$ cat config.mk
export PLATFORM = sky130hd
export DESIGN_NAME = sa_act_skew
export DESIGN_NICKNAME = d
export VERILOG_FILES = /design/src/rtl/sa_act_skew.sv
export SDC_FILE = /design/constraint.sdc
export NUM_CORES = 1
export LEC_CHECK = 0
export BUFFER_PORTS_ARGS = -buffer_cell sky130_fd_sc_hd__buf_2
export CORE_MARGIN = 1
export CORE_UTILIZATION = 35
export CTS_CLUSTER_SIZE = 10
export DETAILED_ROUTE_END_ITERATION = 10
export PLACE_DENSITY_LB_ADDON = 0.1
export SYNTH_ARGS = -nofsm -noshare
export SYNTH_HDL_FRONTEND = slang
export SYNTH_SLANG_ARGS = --single-unit
export TNS_END_PERCENT = 10
$ cat constraint.sdc
create_clock -name clk -period 3.5 [get_ports clk]
set_input_delay 0 -clock clk [delete_from_list [all_inputs] [get_ports clk]]
set_output_delay 0 -clock clk [all_outputs]
set_load 0.02 [all_outputs]
$ cat src/rtl/sa_act_skew.sv
// sa_act_skew -- input-activation skew stage for a weight-stationary array.
//
// Accepts one unskewed activation vector per cycle (one element per array
// row) over a valid/ready handshake. It delays row r by r cycles, so the
// array receives a diagonal wavefront. Each tile of N vectors is followed by
// NUM_ROWS-1 drain cycles of zeros. o_done then marks completion.
//
// Ports:
//   clk, rst      clock, synchronous active-high reset
//   i_start       begins a tile (sampled only in IDLE)
//   i_num_vecs    vectors in the tile, latched with an accepted i_start
//   i_act_vec     unskewed activation vector, element r for row r
//   i_act_valid   i_act_vec holds valid data
//   o_act_ready   vector accepted this cycle (high only while streaming)
//   o_act         skewed activations to the array
//   o_act_vld     per-row flag: o_act[r] carries real data
//   o_busy        tile in progress (aligned with the skewed output stream)
//   o_done        one-cycle pulse after the last element has left the skew
//   o_bubble_cnt  (only with SA_SKEW_BUBBLE_CNT_EN) saturating count of
//                 streaming cycles with no valid input
//
// Optional feature macro: SA_SKEW_BUBBLE_CNT_EN.

module sa_act_skew #(
  parameter int MUL_DATAWIDTH = 8,
  parameter int NUM_ROWS      = 4,
  parameter int CNT_WIDTH     = 16
) (
  input  logic                                    clk,
  input  logic                                    rst,
  input  logic                                    i_start,
  input  logic [CNT_WIDTH-1:0]                    i_num_vecs,
  input  logic [NUM_ROWS-1:0][MUL_DATAWIDTH-1:0]  i_act_vec,
  input  logic                                    i_act_valid,
  output logic                                    o_act_ready,
  output logic [NUM_ROWS-1:0][MUL_DATAWIDTH-1:0]  o_act,
  output logic [NUM_ROWS-1:0]                     o_act_vld,
  output logic                                    o_busy,
  output logic                                    o_done
`ifdef SA_SKEW_BUBBLE_CNT_EN
  ,
  output logic [CNT_WIDTH-1:0]                    o_bubble_cnt
`endif
);

  typedef enum logic [1:0] {
    ST_IDLE   = 2'd0,
    ST_STREAM = 2'd1,
    ST_DRAIN  = 2'd2,
    ST_DONE   = 2'd3
  } state_t;

  // With a single row there is nothing to drain.
  localparam logic HAS_DRAIN = (NUM_ROWS > 1);
  localparam logic [CNT_WIDTH-1:0] DRAIN_LAST = CNT_WIDTH'(NUM_ROWS - 2);

  state_t                 state_reg, state_next;
  logic [CNT_WIDTH-1:0]   count_reg, count_inc;
  logic [CNT_WIDTH-1:0]   num_reg;
  logic [CNT_WIDTH-1:0]   drain_reg;
  logic                   busy_reg, busy_next;
  logic                   done_reg, done_next;
  logic                   xfer;
  logic                   start_acc;
  logic                   last_xfer;

  assign xfer      = i_act_valid & o_act_ready;
  assign start_acc = (state_reg == ST_IDLE) & i_start;
  assign count_inc = count_reg + CNT_WIDTH'(1);
  assign last_xfer = xfer & (count_inc == num_reg);

  // ---------------- FSM: state register ----------------
  always_ff @(posedge clk) begin
    if (rst) begin
      state_reg <= ST_IDLE;
    end else begin
      state_reg <= state_next;
    end
  end

  // ---------------- FSM: next-state logic ----------------
  always_comb begin
    state_next = state_reg;
    case (state_reg)
      ST_IDLE: begin
        if (i_start) begin
          state_next = (i_num_vecs == '0) ? ST_DONE : ST_STREAM;
        end
      end
      ST_STREAM: begin
        if (last_xfer) begin
          state_next = HAS_DRAIN ? ST_DRAIN : ST_DONE;
        end
      end
      ST_DRAIN: begin
        if (drain_reg == DRAIN_LAST) begin
          state_next = ST_DONE;
        end
      end
      ST_DONE: begin
        state_next = ST_IDLE;
      end
      default: begin
        state_next = ST_IDLE;
      end
    endcase
  end

  // ---------------- FSM: outputs ----------------
  // o_busy and o_done go through one register so that they line up with the
  // skewed data. o_done then lands one cycle after the last row's final
  // element.
  always_comb begin
    o_act_ready = (state_reg == ST_STREAM);
    busy_next   = (state_reg == ST_STREAM) | (state_reg == ST_DRAIN);
    done_next   = (state_reg == ST_DONE);
  end

  always_ff @(posedge clk) begin
    if (rst) begin
      busy_reg <= 1'b0;
      done_reg <= 1'b0;
    end else begin
      busy_reg <= busy_next;
      done_reg <= done_next;
    end
  end

  assign o_busy = busy_reg;
  assign o_done = done_reg;

  // ---------------- Tile counters ----------------
  // The count cannot pass num_reg: ready drops after the final transfer.
  always_ff @(posedge clk) begin
    if (rst) begin
      count_reg <= '0;
      num_reg   <= '0;
      drain_reg <= '0;
    end else begin
      if (start_acc) begin
        num_reg   <= i_num_vecs;
        count_reg <= '0;
      end else if (xfer) begin
        count_reg <= count_inc;
      end

      if (state_reg == ST_DRAIN) begin
        drain_reg <= drain_reg + CNT_WIDTH'(1);
      end else begin
        drain_reg <= '0;
      end
    end
  end

`ifdef SA_SKEW_BUBBLE_CNT_EN
  logic [CNT_WIDTH-1:0] bubble_reg;

  always_ff @(posedge clk) begin
    if (rst) begin
      bubble_reg <= '0;
    end else if (start_acc) begin
      bubble_reg <= '0;
    end else if (o_act_ready && !i_act_valid && (bubble_reg != '1)) begin
      bubble_reg <= bubble_reg + CNT_WIDTH'(1);
    end
  end

  assign o_bubble_cnt = bubble_reg;
`endif

  // ---------------- Skew pipeline ----------------
  // Row gi is a shift chain of gi+1 registers that advances every cycle.
  // A cycle with no transfer inserts a zero with vld low. Bubbles and drain
  // cycles therefore add nothing to downstream partial sums.
  genvar gi;
  generate
    for (gi = 0; gi < NUM_ROWS; gi++) begin : g_row
      logic [MUL_DATAWIDTH-1:0] data_reg [0:gi];
      logic                     vld_reg  [0:gi];

      always_ff @(posedge clk) begin
        if (rst) begin
          for (int k = 0; k <= gi; k++) begin
            data_reg[k] <= '0;
            vld_reg[k]  <= 1'b0;
          end
        end else begin
          data_reg[0] <= xfer ? i_act_vec[gi] : '0;
          vld_reg[0]  <= xfer;
          for (int k = 1; k <= gi; k++) begin
            data_reg[k] <= data_reg[k-1];
            vld_reg[k]  <= vld_reg[k-1];
          end
        end
      end

      assign o_act[gi]     = data_reg[gi];
      assign o_act_vld[gi] = vld_reg[gi];
    end
  endgenerate

endmodule

After elaboration in Yosys (flattened, before gate mapping)
Memories as Yosys holds them, arrays and structs flattened.
Index checks and enable logic that the tools add are counted.

word-level totals
  RAM bits = 90
  memories kept = 8
  input bits = 52
  flip-flop bits (word level) = 52

operators by class
  reductions and logical operators = 7
  mux-type cells = 34
  equality and inequality tests = 8
  bitwise operators = 23
  $add $sub $neg = 2

memory list
  memory             words  width  rd ports  clocked after memory_dff  write ports  line  text
  g_row[3].data_reg  4      8      4         0                         4            178   logic [MUL_DATAWIDTH-1:0] data_reg [0:gi];
  g_row[2].data_reg  3      8      3         0                         3            178
  g_row[1].data_reg  2      8      2         0                         2            178
  g_row[0].data_reg  1      8      1         0                         1            178
  g_row[3].vld_reg   4      1      4         0                         4            179   logic vld_reg [0:gi];
  g_row[2].vld_reg   3      1      3         0                         3            179
  +2 memories        -      -      -         -                         -            -

operators by type and width
  cell                                                   count
  two-way mux 8 bit                                      14
  adder 16 x 1 -> 16 bit, second input constant          2
  bitwise OR 1 bit                                       19
  equality test 16 bit                                   1
  equality test 16 x 2 -> 1 bit, second input constant   1
  zero test 16 bit                                       1
  two-way mux 1 bit                                      15
  two-way mux 2 bit                                      4
  one-hot mux 2 bit (4 select lines)                     1
  OR reduction 8 bit                                     1
  equality test 2 bit, second input constant             2
  inequality test 2 bit, second input constant           2
  OR reduction 2 bit                                     2
  AND 1 bit                                              3
  AND reduction 3 bit                                    1
  equality test 2 x 1 -> 1 bit, second input constant    1
  zero test 2 bit                                        1
  inequality test 2 x 1 -> 1 bit, second input constant  1
  NOT 1 bit                                              1
  OR reduction 1 bit                                     1

Longest topological paths before layout
  depth after elaboration = 5
  gate-level depth with buffers = 9
  gate-level depth less buffers = 9

Worst setup path after synthesis
OpenSTA, ideal clock, no wires.

  path type = reg-to-reg
  from = register state_reg[1]
  to = register state_reg[1]
  data arrival time = 2.306 ns
  path buffers = 0
  clock period less this slack = 2.429 ns
  stages on the path, launching flop included = 10
  required time = 3.377 ns
  setup slack = 1.071 ns
  path through = dfxtp_1 -> inv_1 -> ha_1 -> nand2_1 -> a2111oi_0 -> nand2_1 -> nor3_4 -> nand4_1 -> o31ai_2 -> mux2_1

between the ends
  word-level cells in the longest chain between the ends = 5
  elaborated cells between the ends (all ways) = 11
  classes of those cells = eq/ne (6); mux (1); bitwise (2); reduce/logical (2)

ends and longest elaborated chain
  element                                          line  text
  start, declared                                  57    state_t state_reg, state_next;
  start signal, assigned                           77    state_reg <= state_next;
  equality test 2 x 1 -> 1 bit (*)                 114   o_act_ready = (state_reg == ST_STREAM);
  named net o_act_ready                            35    output logic o_act_ready,
  AND 1 bit                                        67    assign xfer = i_act_valid & o_act_ready;
  AND 1 bit                                        70    assign last_xfer = xfer & (count_inc == num_reg);
  inequality test 2 x 1 -> 1 bit (no source line)  -
  AND reduction 3 bit (no source line)             -

Mark *: on every way through the listed nets, which the timed path passes. The rest lies on a longest branch.
A chain may end at the register's enable or synchronous reset.

Worst setup path after layout
  from = register state_reg[1]
  to = register state_reg[1]

between the ends
  word-level cells in the longest chain between the ends = 5
  elaborated cells between the ends (all ways) = 11
  classes of those cells = eq/ne (6); mux (1); bitwise (2); reduce/logical (2)

ends and longest elaborated chain
  element                                          line
  equality test 2 x 1 -> 1 bit                     84, 114
  AND 1 bit                                        67
  AND 1 bit                                        70
  inequality test 2 x 1 -> 1 bit (no source line)  -
  AND reduction 3 bit (no source line)             -

Parallel ways exist; a longest one is shown, timed or not.

==> flow_summary.json <==
{
  "rsz0062_at_grt": "no",
  "yosysTopAreaCell": "dfxtp_1",
  "grt_max_degree": 47,
  "maxCapViolCount": 0,
  "cts_setup_buffers": 0,
  "placed_area_mm2": 0.00563,
  "ys_seq_area_share_pct": 51.6,
  "htreeDepth": 4,
  "ys_dominant_reg_cell": "dfxtp_1",
  "drc_errors": 2,
  "p_leak_nw": 2.75,
  "initial_core_util_pct": 36.0,
  "setup_ws_ps": 918,
  "largest_register_ffs": 80,
  "grt_usage_pct": 14.7,
  "fin_crit_sh_pct": 73.8,
  "grt_pass1_vias": 3722,
  "slew_violations": 0,
  "power.density_mw_per_mm2": 590,
  "drt-pass1-iter-count": 7,
  "preCtsSetupSlack_ps": 930,
  "cts_tree": "yes",
  "core_area_mm2": 0.0146,
  "ys_warn_count": 0,
  "dr.first_iter.drc_count": 141,
  "min_path_cells": 4,
  "clk_latency_ps": 410,
  "violations": "DRC",
  "grt_pass1_wl_mm": 17.8,
  "synth_top_area_share_pct": 51.6,
  "floorplan.io_pins": 91,
  "critPathMaxStageDelay_ps": 430,
  "required_ps": 3790,
  "dp_hpwl_mm": 7.23,
  "die_h_um": 125,
  "slowest_stage": "a2111oi_0",
  "fin_area_mm2": 0.00673,
  "cp_cell_sequence": "inv_1 > ha_1 > nand2_1 > a2111oi_0 > nand2_1 > nor3_4 > nand4_1 > o31ai_2 > mux2_1",
  "tightest_slew_ps": 996,
  "slew_headroom_pct": 33.5,
  "finalHoldViolations": 0,
  "cp.arrival_ps": 2870,
  "layout-drive-gt1-share_pct": 20.3,
  "gp_congestion": 0.858,
  "tns_ps": 0,
  "io_buffers": 90,
  "synth_area_leaders": "dfxtp_1 52%, nor2b_1 6.5%, buf_4 4.4%",
  "viasPerCell": 4.55,
  "syn_to_final_growth_pct": 27.5,
  "antenna_found_initial": 0,
  "cts_sinks": 136,
  "n_fill_cell": 1385,
  "ant_nets": 0,
  "worstPathMaxFanout": 10,
  "overflow": 0,
  "r2r_cells": 9,
  "hold_class": "in -> reg",
  "avgSynthCellArea_um2": 9.68,
  "crit_path_start_kind": "flop",
  "synth_cell_type_count": 51,
  "outcome": "finished with violations",
  "clk_path_buf_depth": 2,
  "synth_edf_count": 0,
  "cts_made_buffers": 17,
  "ys_ff_latch": 136,
  "wl_mm": 10.8,
  "clk_pin_slew_ps": 60,
  "fp.dieArea_mm2": 0.0156,
  "wl_per_cell_um": 12.8,
  "skew_ps": 5.24,
  "syn_area_mm2": 0.00528,
  "period_minus_slack_ps": 2580,
  "vias": 3838,
  "critPathCaptureType": "flop",
  "async_reset_ff_share_pct": 0,
  "holdWs_ps": 84.9,
  "ir_worst_vdd_uv": 352,
  "synthCells": 545,
  "antennaDiodeCount": 0,
  "max_freq_ghz": 0.387,
  "path_class": "reg -> reg",
  "synth_nets": 606,
  "setup-violations-final": 0,
  "fp.dieW_um": 125,
  "final_nets": 707,
  "crit_top_cell": "nand2_1",
  "rows": 44,
  "cts_root_buffer": "clkbuf_16"
}
==> Yosys cell counts (2+ instances only) <==
cell type	n
a21oi_1	25
and2_1	36
and3_1	3
and4_1	3
buf_1	2
buf_2	6
buf_4	31
clkbuf_1	18
dfxtp_1	136
ha_1	9
inv_1	6
mux2i_1	3
nand2_1	43
nand2b_1	5
nand3_1	17
nand4_1	10
nor2_1	37
nor2b_1	55
nor3_1	8
nor3_2	2
nor4_1	6
nor4b_1	2
o21ai_0	5
or2_2	2
or3_1	5
or4_1	2
xnor2_1	22
xor2_1	23
==> per-stage QoR <==
stage | utilization, % | cells | power, mW
CTS | 46.0 | 843 | 4.05
global placement | 38.4 | 763 | 2.13
detailed placement | 38.4 | 763 | 2.13
global route | 46.0 | 843 | 4.16
floorplan | - | 545 | 2.00
finish | 46.0 | 843 | 3.97
==> area by class of cell <==
type | instances | area, µm² | area share (%)
Sequential cell | 136 | 2720 | 40.5
Multi-Input combinational cell | 345 | 2180 | 32.5
Timing Repair Buffer | 140 | 946 | 14.1
Clock buffer | 20 | 457 | 6.79
Tap cell | 184 | 230 | 3.42
Clock inverter | 12 | 166 | 2.47
Inverter | 6 | 22.5 | 0.335
==> logic make-up (layout without fill, tap and decap cells) <==
logic type | after synthesis | in the layout | synth area share [%]
compound gates | 44 | 44 | 5.05
xor+xnor | 46 | 46 | 7.92
fa+ha+maj | 9 | 9 | 2.13
buf+inv | 64 | 178 | 7.04
flops | 136 | 136 | 51.6
mux | 4 | 4 | 0.783
simple gates | 242 | 242 | 25.5
==> metal layers <==
layer / vias to the layer above / track usage [%] / wire length [µm] / part of all wire, %
met5: - / 0 / 0 / 0
met4: 0 / 7.77 / 297 / 2.8
met3: 22 / 5.76 / 814 / 7.6
met2: 110 / 23.3 / 4920 / 46
met1: 1754 / 17.0 / 4740 / 44
li1: 1952 / - / - / -
==> worst max-delay path, delay by kind of cell (launching register included) <==
family          cells  cell delay, ps
flops               1             320
compound gates      2             720
simple gates        4             730
mux                 1             360
buf+inv             1             120
fa+ha+maj           1             210
==> placed cells by master (no fill, tap or decap), types with 2 or more instances in the layout <==
cell type,count
dfxtp_1,136
buf_2,90
nor2b_1,55
dlygate4sd3_1,48
nand2_1,43
nor2_1,36
and2_1,36
a21oi_1,25
xor2_1,23
xnor2_1,22
nand3_1,17
clkbuf_16,17
nand4_1,10
ha_1,9
nor3_1,8
inv_1,6
nor4_1,6
nand2b_1,5
o21ai_0,5
or3_1,5
clkinvlp_4,4
and3_1,3
mux2i_1,3
and4_1,3
bufinv_16,3
nor3_2,2
nor4b_1,2
or4_1,2
or2_2,2
clkbuf_8,2
inv_6,2
clkinv_4,2
buf_4,2
==> where the power goes <==
group          leakage [nW]  total [mW]  internal [mW]  switching, mW
clock                 0.291        1.84           1.17          0.670
sequential             1.10        1.67           1.63         0.0448
combinational          1.36       0.458          0.205          0.253
==> worst paths after layout <==
kind / startpoint / endpoint / slack (ps)
worst max register to register: state_reg[1]$_SDFFE_PP0P_ / state_reg[1]$_SDFFE_PP0P_ / 920
worst min-delay path: i_act_valid / count_reg[1]$_SDFFE_PP0P_ / 80
worst max-delay path: state_reg[1]$_SDFFE_PP0P_ / state_reg[1]$_SDFFE_PP0P_ / 920
worst min register to register: g_row[3].data_reg[0][17]$_SDFF_PP0_ / g_row[3].data_reg[0][25]$_SDFF_PP0_ / 430
==> what timing repair did <==
| action | in CTS | in global routing |
|---|---|---|
| hold buffers | 48 | 0 |
| endpoints found under the setup margin | 0 | 0 |
| hold endpoints to repair | 48 | 0 |
| resized for setup | 0 | 0 |
Note: power is estimated with default switching activity, not from simulation.
